<file path="config.mk">
export PLATFORM = sky130hd
export DESIGN_NAME = dmem_arbiter
export DESIGN_NICKNAME = d
export VERILOG_FILES = /design/src/rtl/dmem_arbiter_pkg.sv /design/src/rtl/dmem_arbiter_starve_counter.sv /design/src/rtl/dmem_arbiter.sv
export SDC_FILE = /design/constraint.sdc
export NUM_CORES = 1
export LEC_CHECK = 0
export ABC_AREA = 1
export ABC_CLOCK_PERIOD_IN_PS = 3060
export BUFFER_PORTS_ARGS = -buffer_cell sky130_fd_sc_hd__buf_2
export CAP_MARGIN = 20
export CORE_AREA = 2 2 92 94
export CTS_BUF_LIST = sky130_fd_sc_hd__clkbuf_8
export DETAILED_ROUTE_END_ITERATION = 10
export DIE_AREA = 0 0 94 96
export GPL_TIMING_DRIVEN = 1
export SYNTH_ARGS = -nofsm -noshare
export SYNTH_HDL_FRONTEND = slang
export SYNTH_SLANG_ARGS = --single-unit
</file>
<file path="constraint.sdc">
create_clock -name clk -period 3.06 [get_ports clk]
set_input_delay 0.306 -clock clk [delete_from_list [all_inputs] [get_ports clk]]
set_output_delay 0.306 -clock clk [all_outputs]
set_load 0.1 [all_outputs]
</file>
<file path="src/rtl/dmem_arbiter_pkg.sv">
// Shared types for the data-memory arbiter: FSM states, read-return owner
// encoding and the fixed access size used for debug transfers.
package dmem_arbiter_pkg;

  typedef enum logic [1:0] {RUN, HALT_PEND, HALTED} arb_state_t;
  typedef enum logic {OWN_CORE, OWN_DBG} mem_owner_t;

  localparam logic [2:0] FUNCT3_WORD = 3'b010;

endpackage

</file>
<file path="src/rtl/dmem_arbiter_starve_counter.sv">
// Saturating count of consecutive cycles the debug master was refused.
// Clear wins over increment.
module arb_starve_counter #(
  parameter int CNT_W   = 4,
  parameter int MAX_VAL = 4
) (
  input  logic clk,
  input  logic reset,
  input  logic i_clr,
  input  logic i_inc,
  output logic o_at_max
);

  localparam logic [CNT_W-1:0] LP_MAX = CNT_W'(MAX_VAL);

  logic [CNT_W-1:0] r_count;

  always_ff @(posedge clk) begin
    if (reset) begin
      r_count <= '0;
    end else if (i_clr) begin
      r_count <= '0;
    end else if (i_inc && (r_count < LP_MAX)) begin
      r_count <= r_count + CNT_W'(1);
    end
  end

  assign o_at_max = (r_count == LP_MAX);

endmodule

</file>
<file path="src/rtl/dmem_arbiter.sv">
// Single data-memory port shared between the MEM stage and a debug master:
// core priority, bounded dbg starvation, and a halt handshake for dbg.
module dmem_arbiter
  import dmem_arbiter_pkg::*;
#(
  parameter int DATA_W     = 32,
  parameter int DM_ADDRESS = 9,
  parameter int STARVE_MAX = 4,
  parameter int CNT_W      = 4
) (
  input  logic                  clk,
  input  logic                  reset,
  input  logic                  i_core_rd,
  input  logic                  i_core_wr,
  input  logic [DM_ADDRESS-1:0] i_core_addr,
  input  logic [DATA_W-1:0]     i_core_wdata,
  input  logic [2:0]            i_core_funct3,
  output logic                  o_core_stall,
  output logic                  o_core_rvalid,
  output logic [DATA_W-1:0]     o_core_rdata,
  input  logic                  i_dbg_req,
  input  logic                  i_dbg_we,
  input  logic [DM_ADDRESS-1:0] i_dbg_addr,
  input  logic [DATA_W-1:0]     i_dbg_wdata,
  output logic                  o_dbg_gnt,
  output logic                  o_dbg_rvalid,
  output logic [DATA_W-1:0]     o_dbg_rdata,
  input  logic                  i_dbg_halt_req,
  output logic                  o_halt_ack,
  output logic                  o_mem_read,
  output logic                  o_mem_write,
  output logic [DM_ADDRESS-1:0] o_mem_addr,
  output logic [DATA_W-1:0]     o_mem_wdata,
  output logic [2:0]            o_mem_funct3,
  input  logic [DATA_W-1:0]     i_mem_rdata
);

  arb_state_t r_state, w_state_next;
  logic       r_rd_pending;
  mem_owner_t r_rd_owner;

  logic w_core_req;
  logic w_gnt_core;
  logic w_gnt_dbg;
  logic w_at_max;
  logic w_core_rd_inflight;

  assign w_core_req         = i_core_rd | i_core_wr;
  assign w_core_rd_inflight = r_rd_pending && (r_rd_owner == OWN_CORE);

  arb_starve_counter #(
    .CNT_W  (CNT_W),
    .MAX_VAL(STARVE_MAX)
  ) u_starve (
    .clk     (clk),
    .reset   (reset),
    .i_clr   (~i_dbg_req | w_gnt_dbg),
    .i_inc   (i_dbg_req & ~w_gnt_dbg),
    .o_at_max(w_at_max)
  );

  // Grants are forced low during reset so every output reads 0.
  always_comb begin
    w_gnt_core = 1'b0;
    w_gnt_dbg  = 1'b0;
    if (!reset) begin
      if (r_state == RUN) begin
        if (i_dbg_req && w_at_max) begin
          w_gnt_dbg = 1'b1;
        end else if (w_core_req) begin
          w_gnt_core = 1'b1;
        end else if (i_dbg_req) begin
          w_gnt_dbg = 1'b1;
        end
      end else begin
        w_gnt_dbg = i_dbg_req;
      end
    end
  end

  always_ff @(posedge clk) begin
    if (reset) begin
      r_state <= RUN;
    end else begin
      r_state <= w_state_next;
    end
  end

  always_comb begin
    w_state_next = r_state;
    case (r_state)
      RUN: begin
        if (i_dbg_halt_req) w_state_next = HALT_PEND;
      end
      HALT_PEND: begin
        if (!i_dbg_halt_req) begin
          w_state_next = RUN;
        end else if (!w_core_rd_inflight) begin
          w_state_next = HALTED;
        end
      end
      HALTED: begin
        if (!i_dbg_halt_req) w_state_next = RUN;
      end
      default: w_state_next = RUN;
    endcase
  end

  always_comb begin
    o_mem_read   = 1'b0;
    o_mem_write  = 1'b0;
    o_mem_addr   = '0;
    o_mem_wdata  = '0;
    o_mem_funct3 = '0;
    if (w_gnt_core) begin
      o_mem_read   = i_core_rd;
      o_mem_write  = i_core_wr;
      o_mem_addr   = i_core_addr;
      o_mem_wdata  = i_core_wdata;
      o_mem_funct3 = i_core_funct3;
    end else if (w_gnt_dbg) begin
      o_mem_read   = ~i_dbg_we;
      o_mem_write  = i_dbg_we;
      o_mem_addr   = i_dbg_addr;
      o_mem_wdata  = i_dbg_wdata;
      o_mem_funct3 = FUNCT3_WORD;
    end
  end

  assign o_core_stall = ~reset & w_core_req & ~w_gnt_core;
  assign o_dbg_gnt    = w_gnt_dbg;
  assign o_halt_ack   = ~reset & (r_state == HALTED);

  // Remember who issued the read so the one-cycle-later data is routed back.
  always_ff @(posedge clk) begin
    if (reset) begin
      r_rd_pending <= 1'b0;
      r_rd_owner   <= OWN_CORE;
    end else begin
      r_rd_pending <= o_mem_read;
      if (o_mem_read) begin
        r_rd_owner <= w_gnt_dbg ? OWN_DBG : OWN_CORE;
      end
    end
  end

  assign o_core_rvalid = ~reset & r_rd_pending & (r_rd_owner == OWN_CORE);
  assign o_dbg_rvalid  = ~reset & r_rd_pending & (r_rd_owner == OWN_DBG);
  assign o_core_rdata  = o_core_rvalid ? i_mem_rdata : '0;
  assign o_dbg_rdata   = o_dbg_rvalid ? i_mem_rdata : '0;

endmodule
</file>
==> metrics.txt, run 1 <==
# Max-Cap Violations 0; Post-CTS Setup Inserts 0; Flop pwr share 11.4%; cell at the root of the clock tree clkbuf_8; sequential area share after synthesis 11.5%; outcome completed; R2R depth 8; # DRC 0; Peak VDD IR 173 uV; register area 160 um^2; Final Cycle Share 86.2%; critical path endpoint category output port; Worst EP arrival 2330 ps; CP Buf/Inv Count 3; Fill cells 928; Worst path slowest cell inv_2; post-CTS sizing 0; Hold Crit Start i_dbg_halt_req; Reg2Reg Capture Point r_rd_owner; Worst Setup SP u_starve.r_count[0]; post-synth top area share 35.8%; CP delay by family, top buffers and inverters; Pint 0.000323 W; worst-path cell chain inv_1, ha_1, nand3_1, nand3_1, nand2_2, inv_2, nand2_1, o21ai_1, buf_2; fmax 379 MHz; class of the worst hold path input pin to flop; R2R Setup Slk 1300 ps; Cells on Worst Hold Path 3; post-detail-place hpwl 5270 um; Yosys top cell by area nand2_1; relative slew slack 45.2%; layout net count 659; die footprint 9020 um^2; CTS tree done; Via Count 2509; 1st-pass router iterations 4; remaining antenna violation count 0; share of layout cells above drive strength 1 53.1%; # hold bufs at CTS 0; gr ovfl total 0; Area contributors post-synth nand2_1, nor2_1, inv_1, dfxtp_1, buf_6; Final Skew 3.44 ps; average size of a mapped cell 4.59 um^2; Clock Path Buffers 2; Psw 0.000653 W; peak fanout along the critical path 43; post-route setup TNS 0 ps; I/O Pins 239; Critical Path Max Stage Delay 490 ps; ANT cells 0; Die Y 96 um; LEAKAGE 1.99 nW; drt total wl 6060 um; most frequent cells in the layout buf_2, nand2_1, inv_1, nor2_1, nor2_2; PD cells 358 nW/um^2; vias per cell 3.94; RSZ-0062 raised after global routing false; cell area after synthesis 1400 um^2; wire length per cell 9.53 um; Layout area overhead 95.6%; distinct cell type count after synthesis 22; multi-input combinational cell area 1010 um^2; RR Startpoint u_starve.r_count[0]; power share of the combinational group 75.5%; Place WS 683 ps; final hold violations 0; Pins Over Slew Limit 0; initial antenna violation count 0; initial DRC count 35; Skew-Pair Late Insertion Delay 230 ps; Die Width 94 um; Most Frequent Cell on Critical Path nand3_1; Net Sw Frac 66.9%; H-tree Lvls 1; syn_nets 430; worst slew pin tran 821 ps; vias in the first global route 2098; port bufs 238; Worst-path clk slew 40 ps; most common cell after layout, fill and taps aside buf_2; final critical-path required period 2640 ps; Yosys reg bits 8; CTS Buf Count 3; Rows 33; setup violators final 0; Crit Path Class flop to output port; Synth Instances 304; gr usage total 11.3%; initial core utilization 17.3%; hold worst-path end r_state[0]; Core Box Area 8050 um^2; pin count of the biggest net entering global routing 44; RePlAce Congestion 0.757; Critical Path RT 2750 ps; global-route wire length before repair 8510 um; Clock Power Share 13.1%; Setup WS post-layout 422 ps; Clock Sinks 8; Yosys warnings 0; CP startpoint kind flop
## synthesized netlist by cell type
cell type and count:
buf_4 4, nand3_1 3, clkinv_4 1, inv_2 4
o211ai_1 2, o22ai_1 1, nor2_2 4, a211oi_1 1
ha_1 2, a21oi_1 3, dfxtp_1 8, nand2_1 133
nor2_1 75, nand4_1 1, or2_1 1, nor3b_1 1
inv_1 45, nand2_2 2, nor3_1 1, buf_2 6
o21ai_0 2, buf_6 4
## power by group through the flow
stage / Combinational, W / Clock [W] / Sequential [W]
after global placement: 0.000738 / 0 / 0.000113
after global routing: 0.000775 / 0.000135 / 0.000112
after detailed placement: 0.000740 / 0 / 0.000113
after floorplan: 0.000600 / 0 / 0.000113
final: 0.000737 / 0.000128 / 0.000111
after CTS: 0.000742 / 0.000131 / 0.000111
## state kept, by name, indices dropped and copies added (netlist names)
name	cells
r_rd_pending	1
r_rd_owner	1
u_starve.r_count	4
r_state	2
## worst max-delay path by stage
stage,endpoint,slack (ps),depth (start not counted)
floorplan,o_core_rdata[10],-200,6
global placement,o_mem_read,760,9
detailed placement,o_mem_read,680,9
CTS,o_mem_read,390,9
global route,o_mem_read,150,9
finish,o_mem_read,420,9
## metrics by stage
step / cell area [um^2] / hold WS [ps] / util [%] / total power, W / std cells
after floorplan: 1470 / 448 / - / 0.000712 / 304
after global placement: 2690 / 469 / 33.4 / 0.000851 / 633
after detailed placement: 2690 / 471 / 33.4 / 0.000853 / 633
after CTS: 2730 / 337 / 33.9 / 0.000984 / 636
after global routing: 2730 / 370 / 33.9 / 0.00102 / 636
final: 2730 / 334 / 33.9 / 0.000977 / 636
## per-layer routing
layer  global-route usage, %  part of all wire [%]  up-vias
met4                    2.42                   1.0        0
li1                        -                     -     1326
met1                    11.8                    36     1020
met5                       0                     0        -
met2                    23.3                    53      156
met3                    1.96                   9.7        7
## worst min-delay path, cell delays in order
cell and delay [ps]:
buf_2 100, nand2_1 70, nor2_1 40
## logic make-up (layout without fill, tap and decap cells)
| group | Yosys count | after routing | synth area share, % |
|---|---|---|---|
| flip-flops | 8 | 8 | 11.5 |
| buffers and inverters | 64 | 291 | 21.3 |
| AO/OA/AOI/OAI | 9 | 9 | 3.86 |
| adder cells (fa/ha/maj) | 2 | 2 | 1.79 |
| AND/OR/NAND/NOR | 221 | 221 | 61.5 |
## area by class of cell
| class | count | area share (%) |
|---|---|---|
| timing repair buffer | 238 | 43.6 |
| inverter | 50 | 7.06 |
| multi-input combinational | 232 | 37.1 |
| clock buffer | 3 | 1.51 |
| tap | 105 | 4.81 |
| sequential | 8 | 5.87 |
Note: power is estimated with default switching activity, not from simulation.
==> run 2, diff against run 1 <==
--- a/config.mk
+++ b/config.mk
@@ -6,7 +6,7 @@
 export NUM_CORES = 1
 export LEC_CHECK = 0
 export ABC_AREA = 1
-export ABC_CLOCK_PERIOD_IN_PS = 3060
+export ABC_CLOCK_PERIOD_IN_PS = 3300
 export BUFFER_PORTS_ARGS = -buffer_cell sky130_fd_sc_hd__buf_2
 export CAP_MARGIN = 20
 export CORE_AREA = 2 2 92 94
@@ -14,6 +14,7 @@
 export DETAILED_ROUTE_END_ITERATION = 10
 export DIE_AREA = 0 0 94 96
 export GPL_TIMING_DRIVEN = 1
+export RECOVER_POWER = 50
 export SYNTH_ARGS = -nofsm -noshare
 export SYNTH_HDL_FRONTEND = slang
 export SYNTH_SLANG_ARGS = --single-unit
==> constraint.sdc (replaced) <==
create_clock -name clk -period 3.3 [get_ports clk]
set_input_delay 0.33 -clock clk [delete_from_list [all_inputs] [get_ports clk]]
set_output_delay 0.33 -clock clk [all_outputs]
set_load 0.1 [all_outputs]
==> run 2 against run 1 <==
Against the previous run:
- via count is 1.4% higher
- largest power group unchanged
- critical path depth did not move
- sequential cell count unchanged
- clock skew rose by 1.4 ps
- clock-buffer cell count stayed put
- wire length increased by 3.9%
- highest routed layer is now met5
- clock power is 7% lower
- final area fell by 5.3%
- non-clock buffer count stayed put
- register-to-register slack better by 220 ps
==> metrics.txt, run 2 (synthesis gave the netlist of run 1 again) <==
outcome completed; Clock Path Buffers 2; # Max-Cap Violations 0; # DRC 0; class of the worst hold path input pin to flop; Pins Over Slew Limit 0; global-route wire length before repair 8400 um; Fill cells 928; vias per cell 4.00; Final Cycle Share 81.0%; RePlAce Congestion 0.771; utilization after layout 32.1%; CTS Buf Count 3; Skew-Pair Late Insertion Delay 230 ps; vias in the first global route 2016; Layout area overhead 85.3%; ANT cells 0; Post-Layout Cell Count 636; Post-CTS Setup Inserts 0; post-detail-place hpwl 5350 um; Cells on Worst Hold Path 3; R2R depth 8; gr ovfl total 0; share of layout cells above drive strength 1 37.3%; RSZ-0062 raised after global routing false; Largest regs u_starve.r_count (4), r_state (2); Final Skew 4.80 ps; Worst-path clk slew 40 ps; layout net count 659; gr busiest metal met2; final hold violations 0; flip-flop count of the largest register after layout 4; Crit Path Class flop to output port; peak fanout along the critical path 43; met2 Use GR 22.0%; met1 Resource Use GR 12.3%; met3 Resource Use GR 1.64%; most common cell after layout, fill and taps aside buf_2; most frequent cells in the layout buf_2, nand2_1, nor2_1; Die Width 94 um; final critical-path required period 2670 ps; remaining antenna violation count 0; Critical Path RT 2970 ps; cell at the root of the clock tree clkbuf_8; CP startpoint kind flop; drt total wl 6300 um; Via Count 2545; I/O Pins 239; setup violators final 0; Top reg by flops u_starve.r_count; wire length per cell 9.90 um; Die Y 96 um; worst slew pin tran 1200 ps; post-route setup TNS 0 ps; gr usage total 11.3%; post-CTS sizing 0; initial core utilization 17.3%; fmax 374 MHz; post-placement cell count 633; CTS tree done; Rows 33; port bufs 238; relative slew slack 20.4%; PD cells 348 nW/um^2; die footprint 9020 um^2; initial antenna violation count 1; LEAKAGE 1.77 nW; pin count of the biggest net entering global routing 44; critical path endpoint category output port; Peak VDD IR 235 uV; # hold bufs at CTS 0; Clock Sinks 8; 1st-pass router iterations 5; Core Box Area 8050 um^2; initial DRC count 71; H-tree Lvls 1; Worst EP arrival 2340 ps
run 2: cell types whose count changed in the layout (fill, tap and decap cells not counted):
cell,before,now
o21ai_0,1,2
nor2_2,34,4
or2_1,1,0
nor2_1,45,75
nand2_1,133,134
o21ai_1,1,0
buf_2,238,185
or2_0,0,1
clkbuf_1,0,53
nand2_2,2,1
run 2: final timing paths:
path / start / end / slack, ps
setup / recovery: u_starve.r_count[0] / o_mem_read / 630
hold / removal: i_dbg_halt_req / r_state[0] / 350
setup reg to reg: u_starve.r_count[0] / r_rd_owner / 1520
hold reg to reg: u_starve.r_count[3] / u_starve.r_count[3] / 480
run 2: layout make-up:
cell class / count / area, um^2 / area share, %
repair buffers: 238 / 1120 / 43.5
multi-input cells: 232 / 935 / 36.2
inverters: 50 / 193 / 7.45
flip-flops and latches: 8 / 160 / 6.20
well taps: 105 / 131 / 5.08
clock buffers: 3 / 41.3 / 1.60
run 2: power breakdown:
group	internal, W	switching (W)	leakage [nW]
Combinational	0.000116	0.000562	1.68
Sequential	0.000101	0.00000226	0.0652
Clock	0.0000792	0.0000403	0.0216
run 2: critical path: stages (launching register included):
cell	delay, ps
dfxtp_1	320
inv_1	80
ha_1	160
nand3_1	80
nand3_1	90
nand2_1	130
inv_2	520
nand2_1	170
o21ai_0	110
buf_2	450
run 2: per-stage QoR:
step | cell area, um^2 | hold WS (ps) | worst slack, ps | power, W
finish | 2580 | 352 | 628 | 0.000900
global route | 2580 | 364 | 370 | 0.000943
detailed placement | 2610 | 471 | 900 | 0.000787
floorplan | 1400 | 448 | 15.3 | 0.000656
global placement | 2610 | 467 | 950 | 0.000785
CTS | 2650 | 348 | 637 | 0.000911
run 2: layer usage:
| layer | vias up | routed length (um) |
|---|---|---|
| met5 | - | 13 |
| met3 | 15 | 561 |
| met2 | 150 | 3180 |
| met4 | 2 | 118 |
| met1 | 1053 | 2420 |
| li1 | 1325 | - |
